$ cat src/rtl/decode_control_issue_if.sv
`default_nettype none
// +------------------------------------------------------------------+
// | Module : decode_control_issue_if                                  |
// | Brief  : Fetch-to-decode instruction handshake (valid/ready).     |
// | Rev    : 1.0  initial release                                     |
// +------------------------------------------------------------------+
interface decode_control_issue_if #(
    parameter int INSTR_W = 32
);
    logic               in_valid;
    logic               in_ready;
    logic [INSTR_W-1:0] instr;

    modport master (output in_valid, output instr, input in_ready);
    modport slave  (input in_valid, input instr, output in_ready);
endinterface
`default_nettype wire

$ cat src/rtl/decode_control_issue.sv
`default_nettype none
// +------------------------------------------------------------------+
// | Module : decode_control_issue                                     |
// | Brief  : Decode-stage issue unit driving the Decode/Execute       |
// |          bundle; load-use bubbles, LDR2 split into two beats.     |
// |          Optional macro DCU_ILLEGAL_TRAP_EN: sticky illegal trap. |
// | Rev    : 1.0  initial release                                     |
// +------------------------------------------------------------------+
module decode_control_issue #(
    parameter int INSTR_W = 32,
    parameter int REG_AW  = 4,
    parameter int IMM_W   = 16
) (
    input  wire logic               clk,
    input  wire logic               rst,
    decode_control_issue_if.slave   fetch,
    input  wire logic               ex_stall,
    input  wire logic               flush,
    output logic                    valid_out,
    output logic                    wbs_out,
    output logic                    wme_out,
    output logic                    mm_out,
    output logic [1:0]              ALUop_out,
    output logic                    wm_out,
    output logic                    am_out,
    output logic                    ni_out,
    output logic [REG_AW-1:0]       rd_out,
    output logic [REG_AW-1:0]       rs1_out,
    output logic [REG_AW-1:0]       rs2_out,
    output logic [IMM_W-1:0]        imm_out,
    output logic                    illegal_o
);

    localparam logic [3:0] c_OP_ADD  = 4'd1;
    localparam logic [3:0] c_OP_SUB  = 4'd2;
    localparam logic [3:0] c_OP_AND  = 4'd3;
    localparam logic [3:0] c_OP_ADDI = 4'd4;
    localparam logic [3:0] c_OP_LDR  = 4'd5;
    localparam logic [3:0] c_OP_STR  = 4'd6;
    localparam logic [3:0] c_OP_B    = 4'd7;
    localparam logic [3:0] c_OP_LDR2 = 4'd8;
    localparam logic [3:0] c_OP_OR   = 4'd9;

    localparam logic [1:0] S_RUN    = 2'd0;
    localparam logic [1:0] S_SECOND = 2'd1;
`ifdef DCU_ILLEGAL_TRAP_EN
    localparam logic [1:0] S_TRAP   = 2'd2;
`endif

    typedef struct packed {
        logic              valid;
        logic              wbs;
        logic              wme;
        logic              mm;
        logic [1:0]        aluop;
        logic              wm;
        logic              am;
        logic              ni;
        logic [REG_AW-1:0] rd;
        logic [REG_AW-1:0] rs1;
        logic [REG_AW-1:0] rs2;
        logic [IMM_W-1:0]  imm;
    } bundle_t;

    logic [1:0]        r_state;
    logic [1:0]        w_state_nxt;
    bundle_t           r_out;
    bundle_t           w_out_nxt;
    bundle_t           w_dec;
    bundle_t           w_beat2;
    logic [3:0]        w_opc;
    logic [REG_AW-1:0] w_rd;
    logic [REG_AW-1:0] w_rs1;
    logic [REG_AW-1:0] w_rs2;
    logic [IMM_W-1:0]  w_imm;
    logic              w_reads_rs1;
    logic              w_reads_rs2;
    logic              w_hazard;
    logic              w_in_ready;
    logic              w_accept;

    assign w_opc = fetch.instr[INSTR_W-1 -: 4];
    assign w_rd  = fetch.instr[24 +: REG_AW];
    assign w_rs1 = fetch.instr[20 +: REG_AW];
    assign w_rs2 = fetch.instr[16 +: REG_AW];
    assign w_imm = fetch.instr[0 +: IMM_W];

    always_comb begin
        w_dec       = '0;
        w_reads_rs1 = 1'b0;
        w_reads_rs2 = 1'b0;
        case (w_opc)
            c_OP_ADD:  begin w_dec.valid = 1'b1; w_dec.wbs = 1'b1; w_dec.aluop = 2'b00;
                             w_reads_rs1 = 1'b1; w_reads_rs2 = 1'b1; end
            c_OP_SUB:  begin w_dec.valid = 1'b1; w_dec.wbs = 1'b1; w_dec.aluop = 2'b01;
                             w_reads_rs1 = 1'b1; w_reads_rs2 = 1'b1; end
            c_OP_AND:  begin w_dec.valid = 1'b1; w_dec.wbs = 1'b1; w_dec.aluop = 2'b10;
                             w_reads_rs1 = 1'b1; w_reads_rs2 = 1'b1; end
            c_OP_OR:   begin w_dec.valid = 1'b1; w_dec.wbs = 1'b1; w_dec.aluop = 2'b11;
                             w_reads_rs1 = 1'b1; w_reads_rs2 = 1'b1; end
            c_OP_ADDI: begin w_dec.valid = 1'b1; w_dec.wbs = 1'b1; w_dec.am = 1'b1;
                             w_reads_rs1 = 1'b1; end
            c_OP_LDR:  begin w_dec.valid = 1'b1; w_dec.wbs = 1'b1; w_dec.mm = 1'b1;
                             w_dec.am = 1'b1; w_reads_rs1 = 1'b1; end
            c_OP_STR:  begin w_dec.valid = 1'b1; w_dec.wme = 1'b1; w_dec.am = 1'b1;
                             w_reads_rs1 = 1'b1; w_reads_rs2 = 1'b1; end
            c_OP_B:    begin w_dec.valid = 1'b1; w_dec.ni = 1'b1; w_dec.am = 1'b1; end
            c_OP_LDR2: begin w_dec.valid = 1'b1; w_dec.wbs = 1'b1; w_dec.mm = 1'b1;
                             w_dec.wm = 1'b1; w_dec.am = 1'b1; w_reads_rs1 = 1'b1; end
            default:   ; // NOP and illegal opcodes decode to a bubble
        endcase
        // Bubbles must carry all-zero fields, so fields only pass for real ops
        if (w_dec.valid) begin
            w_dec.rd  = w_rd;
            w_dec.rs1 = w_rs1;
            w_dec.rs2 = w_rs2;
            w_dec.imm = w_imm;
        end
    end

    assign w_hazard = r_out.valid & r_out.mm & (r_out.rd != '0) &
                      ((w_reads_rs1 & (w_rs1 == r_out.rd)) |
                       (w_reads_rs2 & (w_rs2 == r_out.rd)));

    assign w_in_ready     = ~flush & ~ex_stall & (r_state == S_RUN) & ~w_hazard;
    assign fetch.in_ready = w_in_ready;
    assign w_accept       = fetch.in_valid & w_in_ready;

    // Second LDR2 beat derives from the first, which is still on the outputs
    always_comb begin
        w_beat2     = r_out;
        w_beat2.rd  = r_out.rd + REG_AW'(1);
        w_beat2.imm = r_out.imm + IMM_W'(4);
    end

`ifdef DCU_ILLEGAL_TRAP_EN
    logic w_set_illegal;
    logic r_illegal;
`endif

    always_comb begin
        w_out_nxt   = r_out;
        w_state_nxt = r_state;
`ifdef DCU_ILLEGAL_TRAP_EN
        w_set_illegal = 1'b0;
`endif
        if (flush) begin
            w_out_nxt = '0;
`ifdef DCU_ILLEGAL_TRAP_EN
            if (r_state != S_TRAP) w_state_nxt = S_RUN;
`else
            w_state_nxt = S_RUN;
`endif
        end else if (!ex_stall) begin
            case (r_state)
                S_SECOND: begin
                    w_out_nxt   = w_beat2;
                    w_state_nxt = S_RUN;
                end
                S_RUN: begin
                    w_out_nxt = w_accept ? w_dec : '0;
                    if (w_accept && (w_opc == c_OP_LDR2)) w_state_nxt = S_SECOND;
`ifdef DCU_ILLEGAL_TRAP_EN
                    if (w_accept && (w_opc > c_OP_OR)) begin
                        w_state_nxt   = S_TRAP;
                        w_set_illegal = 1'b1;
                    end
`endif
                end
                default: w_out_nxt = '0;
            endcase
        end
    end

    always_ff @(posedge clk or posedge rst) begin
        if (rst) begin
            r_state <= S_RUN;
            r_out   <= '0;
        end else begin
            r_state <= w_state_nxt;
            r_out   <= w_out_nxt;
        end
    end

`ifdef DCU_ILLEGAL_TRAP_EN
    always_ff @(posedge clk or posedge rst) begin
        if (rst)                r_illegal <= 1'b0;
        else if (w_set_illegal) r_illegal <= 1'b1;
    end
    assign illegal_o = r_illegal;
`else
    assign illegal_o = 1'b0;
`endif

    assign valid_out = r_out.valid;
    assign wbs_out   = r_out.wbs;
    assign wme_out   = r_out.wme;
    assign mm_out    = r_out.mm;
    assign ALUop_out = r_out.aluop;
    assign wm_out    = r_out.wm;
    assign am_out    = r_out.am;
    assign ni_out    = r_out.ni;
    assign rd_out    = r_out.rd;
    assign rs1_out   = r_out.rs1;
    assign rs2_out   = r_out.rs2;
    assign imm_out   = r_out.imm;

endmodule
`default_nettype wire

$ cat src/flat_wrapper.sv
// flat-port wrapper written by rule: the top's interface ports become plain ports
module decode_control_issue_flat 
#(
    parameter int INSTR_W = 32,
    parameter int REG_AW  = 4,
    parameter int IMM_W   = 16
)
  (clk, rst, ex_stall, flush, valid_out, wbs_out, wme_out, mm_out, ALUop_out, wm_out, am_out, ni_out, rd_out, rs1_out, rs2_out, imm_out, illegal_o, fetch_in_valid, fetch_instr, fetch_in_ready);
  decode_control_issue_if #(.INSTR_W(INSTR_W)) fetch_i ();
  input  wire logic clk;
  input  wire logic rst;
  input  wire logic ex_stall;
  input  wire logic flush;
  output logic valid_out;
  output logic wbs_out;
  output logic wme_out;
  output logic mm_out;
  output logic [1:0] ALUop_out;
  output logic wm_out;
  output logic am_out;
  output logic ni_out;
  output logic [REG_AW-1:0] rd_out;
  output logic [REG_AW-1:0] rs1_out;
  output logic [REG_AW-1:0] rs2_out;
  output logic [IMM_W-1:0] imm_out;
  output logic illegal_o;
  input wire logic [$bits(fetch_i.in_valid)-1:0] fetch_in_valid;
  input wire logic [$bits(fetch_i.instr)-1:0] fetch_instr;
  output wire logic [$bits(fetch_i.in_ready)-1:0] fetch_in_ready;
  assign fetch_i.in_valid = fetch_in_valid;
  assign fetch_i.instr = fetch_instr;
  assign fetch_in_ready = fetch_i.in_ready;
  decode_control_issue #(.INSTR_W(INSTR_W), .REG_AW(REG_AW), .IMM_W(IMM_W)) u_core (.clk(clk), .rst(rst), .fetch(fetch_i), .ex_stall(ex_stall), .flush(flush), .valid_out(valid_out), .wbs_out(wbs_out), .wme_out(wme_out), .mm_out(mm_out), .ALUop_out(ALUop_out), .wm_out(wm_out), .am_out(am_out), .ni_out(ni_out), .rd_out(rd_out), .rs1_out(rs1_out), .rs2_out(rs2_out), .imm_out(imm_out), .illegal_o(illegal_o));
endmodule
$ cat config.mk
export PLATFORM = sky130hd
export DESIGN_NAME = decode_control_issue_flat
export DESIGN_NICKNAME = d
export VERILOG_FILES = /design/src/rtl/decode_control_issue_if.sv /design/src/rtl/decode_control_issue.sv /design/src/flat_wrapper.sv
export SDC_FILE = /design/constraint.sdc
export NUM_CORES = 1
export LEC_CHECK = 0
export ABC_CLOCK_PERIOD_IN_PS = 2000
export CAP_MARGIN = 10
export CORE_ASPECT_RATIO = 0.9
export CORE_MARGIN = 4
export CORE_UTILIZATION = 40
export CTS_CLUSTER_DIAMETER = 150
export CTS_CLUSTER_SIZE = 8
export DETAILED_ROUTE_END_ITERATION = 7
export PLACE_DENSITY = 0.82
export SYNTH_ARGS = -nofsm -noshare
export SYNTH_HDL_FRONTEND = slang
export SYNTH_SLANG_ARGS = --single-unit
$ cat constraint.sdc
create_clock -name clk -period 2 [get_ports clk]
set_clock_uncertainty 0.15 [all_clocks]
set_input_delay 0.4 -clock clk [delete_from_list [all_inputs] [get_ports clk]]
set_output_delay 0.4 -clock clk [all_outputs]
set_load 0.1 [all_outputs]
==> reports/qor.txt <==
Vias per Instance: 5.73
Worst-skew pair later-pin latency: 0.30 ns
Clock root buffer: clkbuf_8
DRT iter0 DRCs: 179
Setup ws final: -0.222 ns
Synth Area per Inst: 9.67 um^2
Fin crit share: 111%
Worst Setup Start Kind: register
H-tree lvl count: 2
CP max-delay cell: dfrtp_4
CP arrival: 1.67 ns
Total GRT Usage: 21.3%
Die W: 85.9 um
Cell taking the most area after synthesis: dfrtp_1
Total power: 2350 uW
NumNets Final: 370
FFs w/ async S/R, synth: 100%
Crit-path cells: buf_4, nor2_1, a21oi_4, a21boi_4, buf_12
Syn_nets: 266
Yosys cell types: 42
Num CTS Buffers: 5
Most used flip-flop cell after synthesis: dfrtp_1
Cell count after synthesis: 226
Area of the die: 6710 um^2
DP HPWL: 4850 um
Failing checks: negative setup slack
Max Cap Viol: 0
PortBufs: 74
Register area share after synthesis: 43.5%
Dominant cells by area after synthesis: dfrtp_1, a221o_1, a22o_1
Setup CP Type: register to primary output
Hold-fix buffer count after cts: 0
Wirelength per Cell: 17.6 um
Routability cong.: 0.885
Most frequent cells in the layout: buf_12, buf_4, clkdlybuf4s50_1, dfrtp_1, nor2_1
Largest net degree at the start of global routing: 39
Vias: 2,281
Grt ovf: 0
Synthesized flop and latch total: 38
Clock Path Buffers: 2
Initial DRT Pass Iterations: 5
Peak supply drop: 0.000386 V
Critical path data required time: 1.45 ns
Cell area after placement: 3620 um^2
First-pass GRT wire length: 11,300 um
Yosys Warn Count: 0
Number of global-route vias before repair: 2,310
Boundary Pins: 76
Reg2Reg Depth: 7
CP max stage delay: 0.52 ns
Cell area after synthesis: 2180 um^2
Detailed Route WL: 7020 um
Tmin final: 2.22 ns
Antenna violations before repair: 0
Post-synth EDFFs: 0
CTS tree: yes
R2R setup slack: -0.08 ns
Final setup vio count: 24
Endpoint type of the worst setup path: primary output
Most common cell after layout, fill and taps aside: buf_12
CP max FO: 4
Final ANT Viol Nets: 0
Synth-to-layout area growth: 74.1%
Row Count: 25
F_max: 0.450 GHz
Power per cell area: 619 nW/um^2
Core Region: 5290 um^2
Worst Hold Class: primary input to asynchronous set/reset pin
Clock Sinks: 38
R2r startpoint: u_core.rd_out[1]
RSZ-0062 raised after global routing: true
Share of the synthesized area in the top cell type: 43.5%
Static leakage: 0.00163 uW
Clock-pin slew on the worst setup and hold paths: 0.07 ns
ANT cells: 0
Die height: 78.1 um
Final Hold Viols: 0
Run status: complete, but fails checks
Design area: 3800 um^2
Slew Viols, Final: 0
DRC viols: 0
Initial core utilization: 41.3%
Dpl cells: 380
FF-to-FF End: u_core.rs2_out[0]
Non-Filler Instances: 398
Layout cells sized above 1: 35.3%
## stage by stage
step / util (%) / hold WS, ns / worst slack, ns / setup TNS [ns]
finish: 71.9 / 0.297 / -0.222 / -1.46
global route: 71.9 / 0.334 / -0.263 / -3.88
CTS: 71.4 / 0.313 / -0.214 / -0.236
detailed placement: 68.4 / 0.387 / -0.518 / -15.53
global placement: 68.4 / 0.378 / -0.399 / -12.56
floorplan: - / 0.374 / -0.303 / -3.05
## Yosys cell counts (2+ instances only)
cell type	instances
inv_1	6
nor2_1	21
a21oi_1	8
o2bb2ai_1	6
o21ai_0	11
nor3_1	3
o31ai_1	4
a22o_1	11
a22oi_1	3
ha_1	3
xor2_1	9
buf_2	5
a21boi_0	2
nand2_1	20
nor3_4	2
nor2b_1	5
dfrtp_1	38
buf_6	5
buf_4	3
a221o_1	11
and3_1	3
nand4_1	4
a31oi_1	3
xnor2_1	3
nand3_1	11
nor3b_1	6
clkbuf_1	5
## per-layer routing
layer	global-route usage, %	vias up	share of wire [%]
met1	28.1	1092	40
met4	12.2	0	3.3
met5	0	-	0
li1	-	1035	-
met3	4.72	21	9.1
met2	32.2	133	48
## where the power goes
group          total [uW]  leakage, uW  switching, uW  internal (uW)
registers             891     0.000497           77.5            814
logic                 831      0.00107            504            327
clock network         631    0.0000575            283            348
## critical path: cells and delay by family (launching register included)
kind | cells | cell delay, ns
buf+inv | 2 | 0.36
compound gates | 2 | 0.30
simple gates | 1 | 0.18
flops | 1 | 0.52
## final cells by class
cell class | count | area (um^2)
multi-input combinational | 166 | 1170
fill | 353 | 1480
sequential | 38 | 985
clock buffer | 8 | 110
tap | 67 | 83.8
inverter | 6 | 22.5
timing repair buffer | 113 | 1430
## flip-flops by register name, summed over array words and instances (netlist names)
signal,flops
u_core.imm_out,16
u_core.rd_out,4
u_core.rs1_out,4
u_core.rs2_out,4
u_core.ALUop_out,2
u_core.am_out,1
u_core.mm_out,1
u_core.ni_out,1
u_core.r_state,1
u_core.valid_out,1
u_core.wbs_out,1
u_core.wm_out,1
u_core.wme_out,1
## cell families after synthesis
family	synth area share (%)
fa+ha+maj	1.72
mux	0.515
other cells	0.172
flops	43.5
compound gates	23.0
simple gates	19.6
xor+xnor	4.81
buf+inv	6.64
## worst max-delay path by stage
stage / cells after the start / startpoint / slack, ns / end
2_1_floorplan: 6 / u_core.rd_out[2] / -0.30 / fetch_in_ready
3_3_place_gp: 8 / fetch_instr[29] / -0.40 / u_core.imm_out[1]
3_5_place_dp: 8 / fetch_instr[29] / -0.52 / u_core.rs2_out[0]
4_1_cts: 6 / u_core.rd_out[0] / -0.21 / fetch_in_ready
5_1_grt: 6 / u_core.rd_out[1] / -0.26 / fetch_in_ready
6_report: 5 / u_core.rd_out[3] / -0.22 / fetch_in_ready
## what timing repair did
item                       CTS  global route
pin swaps                   17             5
setup endpoints to repair   36            34
buffers inserted             7             1
gates cloned                 0             2
gates resized for setup     14             2
Power figures use the tool's default switching activity.
